[config.mk]
export PLATFORM = sky130hd
export DESIGN_NAME = score_keeper_flat
export DESIGN_NICKNAME = d
export VERILOG_FILES = /design/src/rtl/score_keeper_pkg.sv /design/src/rtl/score_keeper_if.sv /design/src/rtl/score_keeper_tick_gen.sv /design/src/rtl/score_keeper.sv /design/src/flat_wrapper.sv
export SDC_FILE = /design/constraint.sdc
export NUM_CORES = 1
export LEC_CHECK = 0
export BUFFER_PORTS_ARGS = -buffer_cell sky130_fd_sc_hd__buf_2
export CORE_ASPECT_RATIO = 1.2
export CORE_UTILIZATION = 45
export CTS_CLUSTER_DIAMETER = 150
export CTS_CLUSTER_SIZE = 25
export DETAILED_ROUTE_END_ITERATION = 8
export SETUP_SLACK_MARGIN = 0.15
export SLEW_MARGIN = 10
export SYNTH_ARGS = -nofsm -noshare
export SYNTH_HDL_FRONTEND = slang
export SYNTH_SLANG_ARGS = --single-unit
[constraint.sdc]
create_clock -name I_clk -period 11 [get_ports I_clk]
set_input_delay 0.55 -clock I_clk [delete_from_list [all_inputs] [get_ports I_clk]]
set_output_delay 0.55 -clock I_clk [all_outputs]
set_load 0.1 [all_outputs]
[src/rtl/score_keeper_pkg.sv]
// Shared definitions for the Huarong Dao game-statistics engine.
// Holds the FSM state encoding, the display-select codes, the score bus
// width, the blank code, and a saturating-increment helper.
package hd_pkg;

    localparam int unsigned       SCORE_W    = 16;
    localparam logic [SCORE_W-1:0] BLANK_CODE = 16'hFFFF;

    typedef enum logic [1:0] {
        ST_IDLE = 2'd0,
        ST_PLAY = 2'd1,
        ST_WON  = 2'd2
    } state_t;

    typedef enum logic [1:0] {
        DISP_MOVES = 2'd0,
        DISP_SECS  = 2'd1,
        DISP_BEST  = 2'd2,
        DISP_BLANK = 2'd3
    } disp_sel_t;

    // The ceiling is checked before adding, so the result never exceeds max_v.
    function automatic logic [SCORE_W-1:0] sat_inc(
        input logic [SCORE_W-1:0] v,
        input logic [SCORE_W-1:0] max_v
    );
        return (v < max_v) ? v + SCORE_W'(1) : v;
    endfunction

endpackage

[src/rtl/score_keeper_if.sv]
// Game-control and scoreboard signals of score_keeper.
// Signals:
//   I_start      1-cycle pulse: start/restart a game
//   I_move       1-cycle pulse: legal move accepted upstream
//   I_undo       1-cycle pulse: undo last move
//   I_win        level: board is solved
//   I_disp_sel   0=moves 1=seconds 2=best 3=blank
//   O_score      binary score for the scoreboard (16'hFFFF = blank)
//   O_state      0=IDLE 1=PLAY 2=WON
//   O_new_record 1-cycle pulse when the best solve improves
// Modports: master drives the inputs (upstream/bench), slave is score_keeper.
interface score_keeper_if;
    import hd_pkg::*;

    logic               I_start;
    logic               I_move;
    logic               I_undo;
    logic               I_win;
    logic [1:0]         I_disp_sel;
    logic [SCORE_W-1:0] O_score;
    logic [1:0]         O_state;
    logic               O_new_record;

    modport master (
        output I_start, I_move, I_undo, I_win, I_disp_sel,
        input  O_score, O_state, O_new_record
    );

    modport slave (
        input  I_start, I_move, I_undo, I_win, I_disp_sel,
        output O_score, O_state, O_new_record
    );

endinterface

[src/rtl/score_keeper_tick_gen.sv]
// Seconds prescaler: counts 0..TICK_DIV-1 while enabled and emits a
// 1-cycle tick in the cycle the count wraps back to 0.
// Ports:
//   clk_i   clock
//   rst_ni  asynchronous active-low reset
//   en_i    count enable (held value when low)
//   clr_i   synchronous clear, overrides enable
//   tick_o  1-cycle pulse on wrap
module tick_gen #(
    parameter int unsigned TICK_DIV = 100_000_000
) (
    input  logic clk_i,
    input  logic rst_ni,
    input  logic en_i,
    input  logic clr_i,
    output logic tick_o
);

    localparam int unsigned      CNT_W = (TICK_DIV > 1) ? $clog2(TICK_DIV) : 1;
    localparam logic [CNT_W-1:0] LAST  = CNT_W'(TICK_DIV - 1);

    logic [CNT_W-1:0] cnt_q;
    logic [CNT_W-1:0] cnt_d;

    always_comb begin
        cnt_d = cnt_q;
        if (clr_i) begin
            cnt_d = '0;
        end else if (en_i) begin
            cnt_d = (cnt_q == LAST) ? '0 : cnt_q + CNT_W'(1);
        end
    end

    assign tick_o = en_i && !clr_i && (cnt_q == LAST);

    always_ff @(posedge clk_i or negedge rst_ni) begin
        if (!rst_ni) begin
            cnt_q <= '0;
        end else begin
            cnt_q <= cnt_d;
        end
    end

endmodule

[src/rtl/score_keeper.sv]
// Game-statistics engine for the Huarong Dao board: counts moves and
// elapsed seconds during play, keeps the fewest-move solve, and drives a
// registered binary score bus for the 7-segment scoreboard.
// Ports:
//   I_clk    system clock
//   I_rst_n  asynchronous active-low reset
//   bus      score_keeper_if.slave (game-control inputs, score/state outputs)
module score_keeper
    import hd_pkg::*;
#(
    parameter int unsigned MAX_SCORE = 9999,
    parameter int unsigned TICK_DIV  = 100_000_000
) (
    input  logic          I_clk,
    input  logic          I_rst_n,
    score_keeper_if.slave bus
);

    localparam logic [SCORE_W-1:0] MAX_V = SCORE_W'(MAX_SCORE);

    state_t             state_q, state_d;
    logic [SCORE_W-1:0] moves_q, moves_d;
    logic [SCORE_W-1:0] secs_q, secs_d;
    logic [SCORE_W-1:0] best_q, best_d;
    logic               best_valid_q, best_valid_d;
    logic [SCORE_W-1:0] score_q, score_d;
    logic               new_record_q, new_record_d;
    logic               tick;

    tick_gen #(
        .TICK_DIV(TICK_DIV)
    ) u_tick_gen (
        .clk_i  (I_clk),
        .rst_ni (I_rst_n),
        .en_i   (state_q == ST_PLAY),
        .clr_i  (bus.I_start),
        .tick_o (tick)
    );

    always_comb begin
        state_d      = state_q;
        moves_d      = moves_q;
        secs_d       = secs_q;
        best_d       = best_q;
        best_valid_d = best_valid_q;
        new_record_d = 1'b0;

        unique case (state_q)
            ST_IDLE, ST_WON: begin
                if (bus.I_start) begin
                    state_d = ST_PLAY;
                    moves_d = '0;
                    secs_d  = '0;
                end
            end
            ST_PLAY: begin
                if (bus.I_start) begin
                    moves_d = '0;
                    secs_d  = '0;
                end else begin
                    if (bus.I_move && !bus.I_undo) begin
                        moves_d = sat_inc(moves_q, MAX_V);
                    end else if (bus.I_undo && !bus.I_move && moves_q != '0) begin
                        moves_d = moves_q - SCORE_W'(1);
                    end
                    if (tick) begin
                        secs_d = sat_inc(secs_q, MAX_V);
                    end
                    // A move in the winning cycle counts, so compare the updated count.
                    if (bus.I_win) begin
                        state_d = ST_WON;
                        if (!best_valid_q || moves_d < best_q) begin
                            best_d       = moves_d;
                            best_valid_d = 1'b1;
                            new_record_d = 1'b1;
                        end
                    end
                end
            end
            default: state_d = ST_IDLE;
        endcase
    end

    always_comb begin
        score_d = BLANK_CODE;
        unique case (disp_sel_t'(bus.I_disp_sel))
            DISP_MOVES: score_d = moves_q;
            DISP_SECS:  score_d = secs_q;
            DISP_BEST:  score_d = best_valid_q ? best_q : BLANK_CODE;
            DISP_BLANK: score_d = BLANK_CODE;
            default:    score_d = BLANK_CODE;
        endcase
    end

    always_ff @(posedge I_clk or negedge I_rst_n) begin
        if (!I_rst_n) begin
            state_q      <= ST_IDLE;
            moves_q      <= '0;
            secs_q       <= '0;
            best_q       <= '0;
            best_valid_q <= 1'b0;
            score_q      <= '0;
            new_record_q <= 1'b0;
        end else begin
            state_q      <= state_d;
            moves_q      <= moves_d;
            secs_q       <= secs_d;
            best_q       <= best_d;
            best_valid_q <= best_valid_d;
            score_q      <= score_d;
            new_record_q <= new_record_d;
        end
    end

    assign bus.O_score      = score_q;
    assign bus.O_state      = state_q;
    assign bus.O_new_record = new_record_q;

endmodule

[src/flat_wrapper.sv]
// flat-port wrapper written by rule: the top's interface ports become plain ports
module score_keeper_flat import hd_pkg::*;
#(
    parameter int unsigned MAX_SCORE = 9999,
    parameter int unsigned TICK_DIV  = 100_000_000
)
  (I_clk, I_rst_n, bus_I_start, bus_I_move, bus_I_undo, bus_I_win, bus_I_disp_sel, bus_O_score, bus_O_state, bus_O_new_record);
  score_keeper_if bus_i ();
  input  logic I_clk;
  input  logic I_rst_n;
  input wire logic [$bits(bus_i.I_start)-1:0] bus_I_start;
  input wire logic [$bits(bus_i.I_move)-1:0] bus_I_move;
  input wire logic [$bits(bus_i.I_undo)-1:0] bus_I_undo;
  input wire logic [$bits(bus_i.I_win)-1:0] bus_I_win;
  input wire logic [$bits(bus_i.I_disp_sel)-1:0] bus_I_disp_sel;
  output wire logic [$bits(bus_i.O_score)-1:0] bus_O_score;
  output wire logic [$bits(bus_i.O_state)-1:0] bus_O_state;
  output wire logic [$bits(bus_i.O_new_record)-1:0] bus_O_new_record;
  assign bus_i.I_start = bus_I_start;
  assign bus_i.I_move = bus_I_move;
  assign bus_i.I_undo = bus_I_undo;
  assign bus_i.I_win = bus_I_win;
  assign bus_i.I_disp_sel = bus_I_disp_sel;
  assign bus_O_score = bus_i.O_score;
  assign bus_O_state = bus_i.O_state;
  assign bus_O_new_record = bus_i.O_new_record;
  score_keeper #(.MAX_SCORE(MAX_SCORE), .TICK_DIV(TICK_DIV)) u_core (.I_clk(I_clk), .I_rst_n(I_rst_n), .bus(bus_i));
endmodule
; ---- Yosys cells after proc, flatten, opt, wreduce, memory -nomap -nowiden
; Cells that the tools add are included.
[word_totals]
elab_cells = 72
ramBits = 0
romBits = 0
register_bits = 95
in_bits = 8
n_memories = 0
latch_bits = 0
[classes]
n_div = 0
shifts = 0
n_eq_ne = 11
magnitude_cmp = 3
multipliers = 0
reduce_logical = 20
muxes = 25
addsub = 4
n_bitwise = 1
[ops]
columns = op, count
row1 = 16-bit 2-to-1 mux, 11
row2 = 27-bit 2-to-1 mux, 3
row3 = 16-bit case mux with 2 select lines, 2
row4 = 16-bit case mux with 4 select lines, 1
row5 = 16-bit by 1-bit adder with 16-bit output (second input constant), 2
row6 = 16-bit by 14-bit < comparator with 1-bit output (second input constant), 2
row7 = 27-bit by 1-bit adder with 27-bit output (second input constant), 1
row8 = 27-bit equality test (second input constant), 1
row9 = 16-bit < comparator, 1
row10 = 16-bit nonzero test, 1
row11 = 16-bit by 1-bit subtractor with 16-bit output (second input constant), 1
row12 = 4-bit AND reduction, 2
row13 = 2-bit equality test (second input constant), 3
row14 = 2-bit 2-to-1 mux, 3
row15 = 2-bit inequality test (second input constant), 3
row16 = 3-bit by 2-bit inequality test with 1-bit output (second input constant), 2
row17 = 1-bit logical AND, 5
row18 = 2-bit by 1-bit equality test with 1-bit output (second input constant), 2
row19 = 1-bit zero test, 4
row20 = 2-bit zero test, 2
row21 = 1-bit 2-to-1 mux, 4
row22 = 2-bit case mux with 2 select lines, 1
row23 = 2-bit nonzero test, 2
row24 = 3-bit AND reduction, 1
row25 = 4 further kinds, 4

; ---- Logic depth before layout (Yosys ltp)
[depth]
depth_word = 13
ltp_mapped = 17

; ---- By module
; Synthesis repeated with hierarchy kept, for this count alone.
[unflattened]
cells_unflattened = 634
area_unflattened_um2 = 5848.1
[by_module_without_submodules]
columns = module, instances, area_per_inst_um2, cells_per_inst
row1 = score_keeper, 1, 4262.8, 457
row2 = tick_gen, 1, 1585.3, 177

; ---- Least setup slack after synthesis
; Ideal clock, no wire load.
[synth_timing]
path_kind = register -> register
start = register u_core.moves_q[0]
end = register u_core.best_q[10]
arrival_time_ns = 4.291
path_stages_with_launch = 18
path_buffers = 3
setup_time_ns = 0.125
required_time_ns = 10.875
setup_slack_ns = 6.584
path_cell_list = dfrtp_1 clkbuf_1 inv_1 ha_1 or3b_2 or4_4 buf_6 and3_1 a22oi_1 xnor2_1 ha_1 a21o_1 a21o_1 a21oi_1 o22ai_1 a211oi_4 buf_6 mux2_4
[synth_between]
elab_chain_cells = 9
elab_cells_between_ends = 13
[synth_lines]
columns = element, line_no
row1 = "start, declared", score_keeper.sv:22  ; logic [SCORE_W-1:0] moves_q, moves_d;
row2 = "start signal, assigned", score_keeper.sv:106  ; moves_q <= moves_d;
row3 = "parallel branches: the longest is 3 deep, another holds 16-bit by 1-bit subtractor with 16-bit output", n/a
row4 = 16-bit 2-to-1 mux *, score_keeper.sv:61  ; if (bus.I_move && !bus.I_undo) begin
row5 = 16-bit 2-to-1 mux *, score_keeper.sv:57  ; if (bus.I_start) begin
row6 = 16-bit 2-to-1 mux *, score_keeper.sv:48  ; unique case (state_q)
row7 = 16-bit < comparator, score_keeper.sv:72  ; if (!best_valid_q || moves_d < best_q) begin
row8 = 1-bit logical OR, score_keeper.sv:72
row9 = 4-bit AND reduction (no source line), n/a
row10 = "end signal, assigned", score_keeper.sv:108  ; best_q <= best_d;
row11 = "end, declared", score_keeper.sv:24  ; logic [SCORE_W-1:0] best_q, best_d;
; Mark *: on every way between the ends. The select of a mux whose other input is x is not followed.
; A chain may end at the register's enable or synchronous reset.

; ---- Final worst setup path
[layout_timing]
start = register u_core.moves_q[0]
end = register u_core.best_q[15]
; The elaborated chain is that of the path after synthesis.

==> results_dict.tcl <==
set metrics [dict create \
    status "finished clean" \
    regArea_mm2 0.002377 \
    postCtsSetupBuffers 0 \
    multiInputGateArea_mm2 0.003069 \
    setup_viol 0 \
    grt_pass1_wl_um 24520 \
    die_h_um 125.6 \
    fin_nets 670 \
    start_util_pct 46.68 \
    period_share_pct 46.32 \
    hold_path_class "in2async" \
    seq_area_frac_synth_pct 41.48 \
    synth_ff_type "dfrtp_1" \
    critPathKind "reg2reg" \
    cts_buffer_depth 2 \
    drtIter0Drc 260 \
    via_count 4942 \
    worst_slew_pin_slew_ns 1.082 \
    routed_wirelength_um 14780 \
    max-vdd-ir-drop_v 0.0001440 \
    power.density_mw_per_mm2 256.0 \
    wl_per_cell_um 18.27 \
    grt_max_degree 54 \
    critPathArrivalTime_ns 5.33 \
    drive_gt1_share_pct 11.42 \
    drv_slew 0 \
    post_cts_resized 0 \
    crit_path_end_kind "flip-flop" \
    antennaDiodeCount 0 \
    period_needed_ns 5.095 \
    via_per_inst 6.109 \
    postRouteAntennaNets 0 \
    cts_max_level 3 \
    die_w_um 105.0 \
    die_area_mm2 0.01319 \
    rows 44 \
    cts.sinks 95 \
    hold_violations 0 \
    placed_cell_area_mm2 0.005938 \
    antenna_found_initial 0 \
    netlist_area_mm2 0.005730 \
    fmax_mhz 196.3 \
    ys_warn_count 0 \
    fin_skew_ns 0.008858 \
    place_congestion 0.9282 \
    path_max_fanout 17 \
    dp_hpwl_um 10700 \
    ys_types 58 \
    synth-edff-count 0 \
    grtUsageTotal_pct 23.82 \
    rsz0062_at_grt "no" \
    cp-start-kind "flip-flop" \
    stdcell_area_mm2 0.006212 \
    core_mm2 0.01228 \
    grt_pass1_vias 4870 \
    fill_cells 1132 \
    grt_overflow 0 \
    ios 27 \
    cts_tree "yes" \
    port_buffers 26 \
    cts_root_buf "clkbuf_16" \
    synth.ff_latch_count 95 \
    hold_buffers 0 \
    p_leak_nw 2.734 \
    postSynthCellCount 638 \
    route.detailed.drc 0 \
    slew-limit-headroom_pct 27.66 \
    fin_setup_tns_ns 0 \
    numCtsBuffers 9 \
    worstPathRequired_ns 11.23 \
    clkLatencyLatePin_ns 0.35 \
    avgSynthCellArea_um2 8.982 \
    max_cap_viol_count 0 \
    async_reset_ff_share_pct 100.0 \
    first_pass_iters 4 \
    area_delta_synth_final_pct 8.406 \
    clk_pin_slew_ns 0.07 \
    synth_fp_nets 665 \
]
-- kinds of logic (layout without fill, tap and decap cells) --
kind of cell | after synthesis | after routing | share of synthesized area, %
AND/OR/NAND/NOR | 247 | 247 | 22.79
AO/OA/AOI/OAI | 173 | 173 | 19.83
flip-flops | 95 | 95 | 41.48
buffers and inverters | 69 | 79 | 4.956
multiplexers | 20 | 20 | 4.498
adder cells (fa/ha/maj) | 19 | 19 | 4.149
XOR/XNOR | 15 | 15 | 2.293
-- registers in the layout, indices dropped and copies added, names as in the netlist --
signal	count
u_core.u_tick_gen.cnt_q	27
u_core.best_q	16
u_core.bus.O_score	16
u_core.bus.O_state	2
u_core.moves_q	16
u_core.best_valid_q	1
u_core.bus.O_new_record	1
u_core.secs_q	16
-- cell type report --
class                      count  share of cell area, %
clock inverter                 7                 0.7855
tap                          161                  3.243
sequential                    95                  38.27
multi-input combinational    474                  49.41
inverter                      32                  1.934
clock buffer                   9                  3.625
timing repair buffer          31                  2.739
-- where the power goes --
group | leakage [nW] | switching [mW] | internal [mW]
clock | 0.136 | 0.141 | 0.154
sequential | 1.28 | 0.0689 | 0.406
combinational | 1.32 | 0.507 | 0.313
-- worst max-delay path: stages, from the launching register on --
cell and delay [ns]:
dfrtp_1 0.48, inv_1 0.16, ha_1 0.18, or3b_2 0.48, or4_4 0.62, and3_1 0.20, a22oi_1 0.43, xnor2_1 0.21
ha_1 0.29, a21o_1 0.18, a21o_1 0.16, a21oi_1 0.15, o22ai_1 0.15, a211oi_4 0.86, mux2_2 0.42
-- worst paths after layout --
check | startpoint | end | slack, ns | cells after the start
setup / recovery | u_core.moves_q[0]$_DFFE_PN0P_ | u_core.best_q[15]$_DFFE_PN0P_ | 5.90 | 14
hold / removal | I_rst_n | u_core.bus.O_score[3]$_DFF_PN0_ | 0.19 | 1
setup reg to reg | u_core.moves_q[0]$_DFFE_PN0P_ | u_core.best_q[15]$_DFFE_PN0P_ | 5.90 | 14
hold reg to reg | u_core.u_tick_gen.cnt_q[26]$_DFFE_PN0P_ | u_core.u_tick_gen.cnt_q[26]$_DFFE_PN0P_ | 0.50 | 1
max in group asynchronous | I_rst_n | u_core.moves_q[11]$_DFFE_PN0P_ | 9.69 | 2
min in group I_clk | bus_I_win | u_core.bus.O_state[0]$_DFFE_PN0P_ | 0.44 | 2
-- routing by layer --
| metal | share of wire [%] | global-route usage (%) |
|---|---|---|
| met1 | 43 | 29.38 |
| met2 | 49 | 40.36 |
| met3 | 4.3 | 4.089 |
| met4 | 3.6 | 11.68 |
| met5 | 0 | 0 |
-- cells in the final DEF (no fill, tap or decap), types with 6 or more instances in the layout --
cell,Yosys,final
dfrtp_1,95,95
nand2_1,48,48
nor2_1,44,44
a21oi_1,39,39
o21ai_0,38,38
inv_1,32,32
nand3_1,27,27
buf_2,2,25
nor3_1,20,20
nand4_1,19,19
ha_1,19,19
and3_1,18,18
a211oi_1,17,17
a31oi_1,16,16
nor2b_1,15,15
a22o_1,13,13
or3_1,10,10
nor4_1,10,10
mux2_2,10,10
or4_1,9,9
xnor2_1,9,9
mux2_4,9,9
clkbuf_16,0,9
o211ai_1,8,8
and2_1,7,7
a21o_1,7,7
xor2_1,6,6
nand2b_1,6,6
o31ai_1,6,6
buf_4,0,6
-- Yosys cell counts, drive strengths merged (6+ instances only) --
| library cell | count | area, um^2 |
|---|---|---|
| a22o | 13 | 113.9 |
| o211ai | 8 | 60.06 |
| nand3 | 27 | 135.1 |
| nand4 | 19 | 118.9 |
| nand2b | 6 | 37.54 |
| nor3 | 20 | 100.1 |
| a21o | 7 | 52.55 |
| dfrtp | 95 | 2377 |
| o21ai | 39 | 195.2 |
| ha | 19 | 237.7 |
| xnor2 | 9 | 78.83 |
| or4 | 12 | 101.3 |
| inv | 32 | 120.1 |
| and2 | 7 | 43.79 |
| clkbuf | 30 | 112.6 |
| nor2 | 44 | 165.2 |
| nor4 | 10 | 62.56 |
| a31oi | 16 | 100.1 |
| xor2 | 6 | 52.55 |
| buf | 7 | 51.30 |
| nand2 | 48 | 180.2 |
| nor2b | 15 | 93.84 |
| or3 | 10 | 62.56 |
| a211oi | 18 | 147.6 |
| a21oi | 39 | 195.2 |
| mux2 | 19 | 247.7 |
| and3 | 18 | 112.6 |
| o31ai | 6 | 45.04 |
-- through the flow --
stage               utilization, %  hold slack [ns]  std cells  power [mW]  worst slack, ns
finish                       50.60           0.1917        809       1.590            5.905
global route                 50.60           0.2300        809       1.709            5.645
CTS                          50.60           0.2105        809       1.599            5.890
detailed placement           48.37           0.4914        793       1.301            5.902
global placement             48.37           0.4781        793       1.289            6.032
floorplan                        -           0.2544        638       1.140            6.584
No activity file was read; power rests on OpenSTA's default activity.
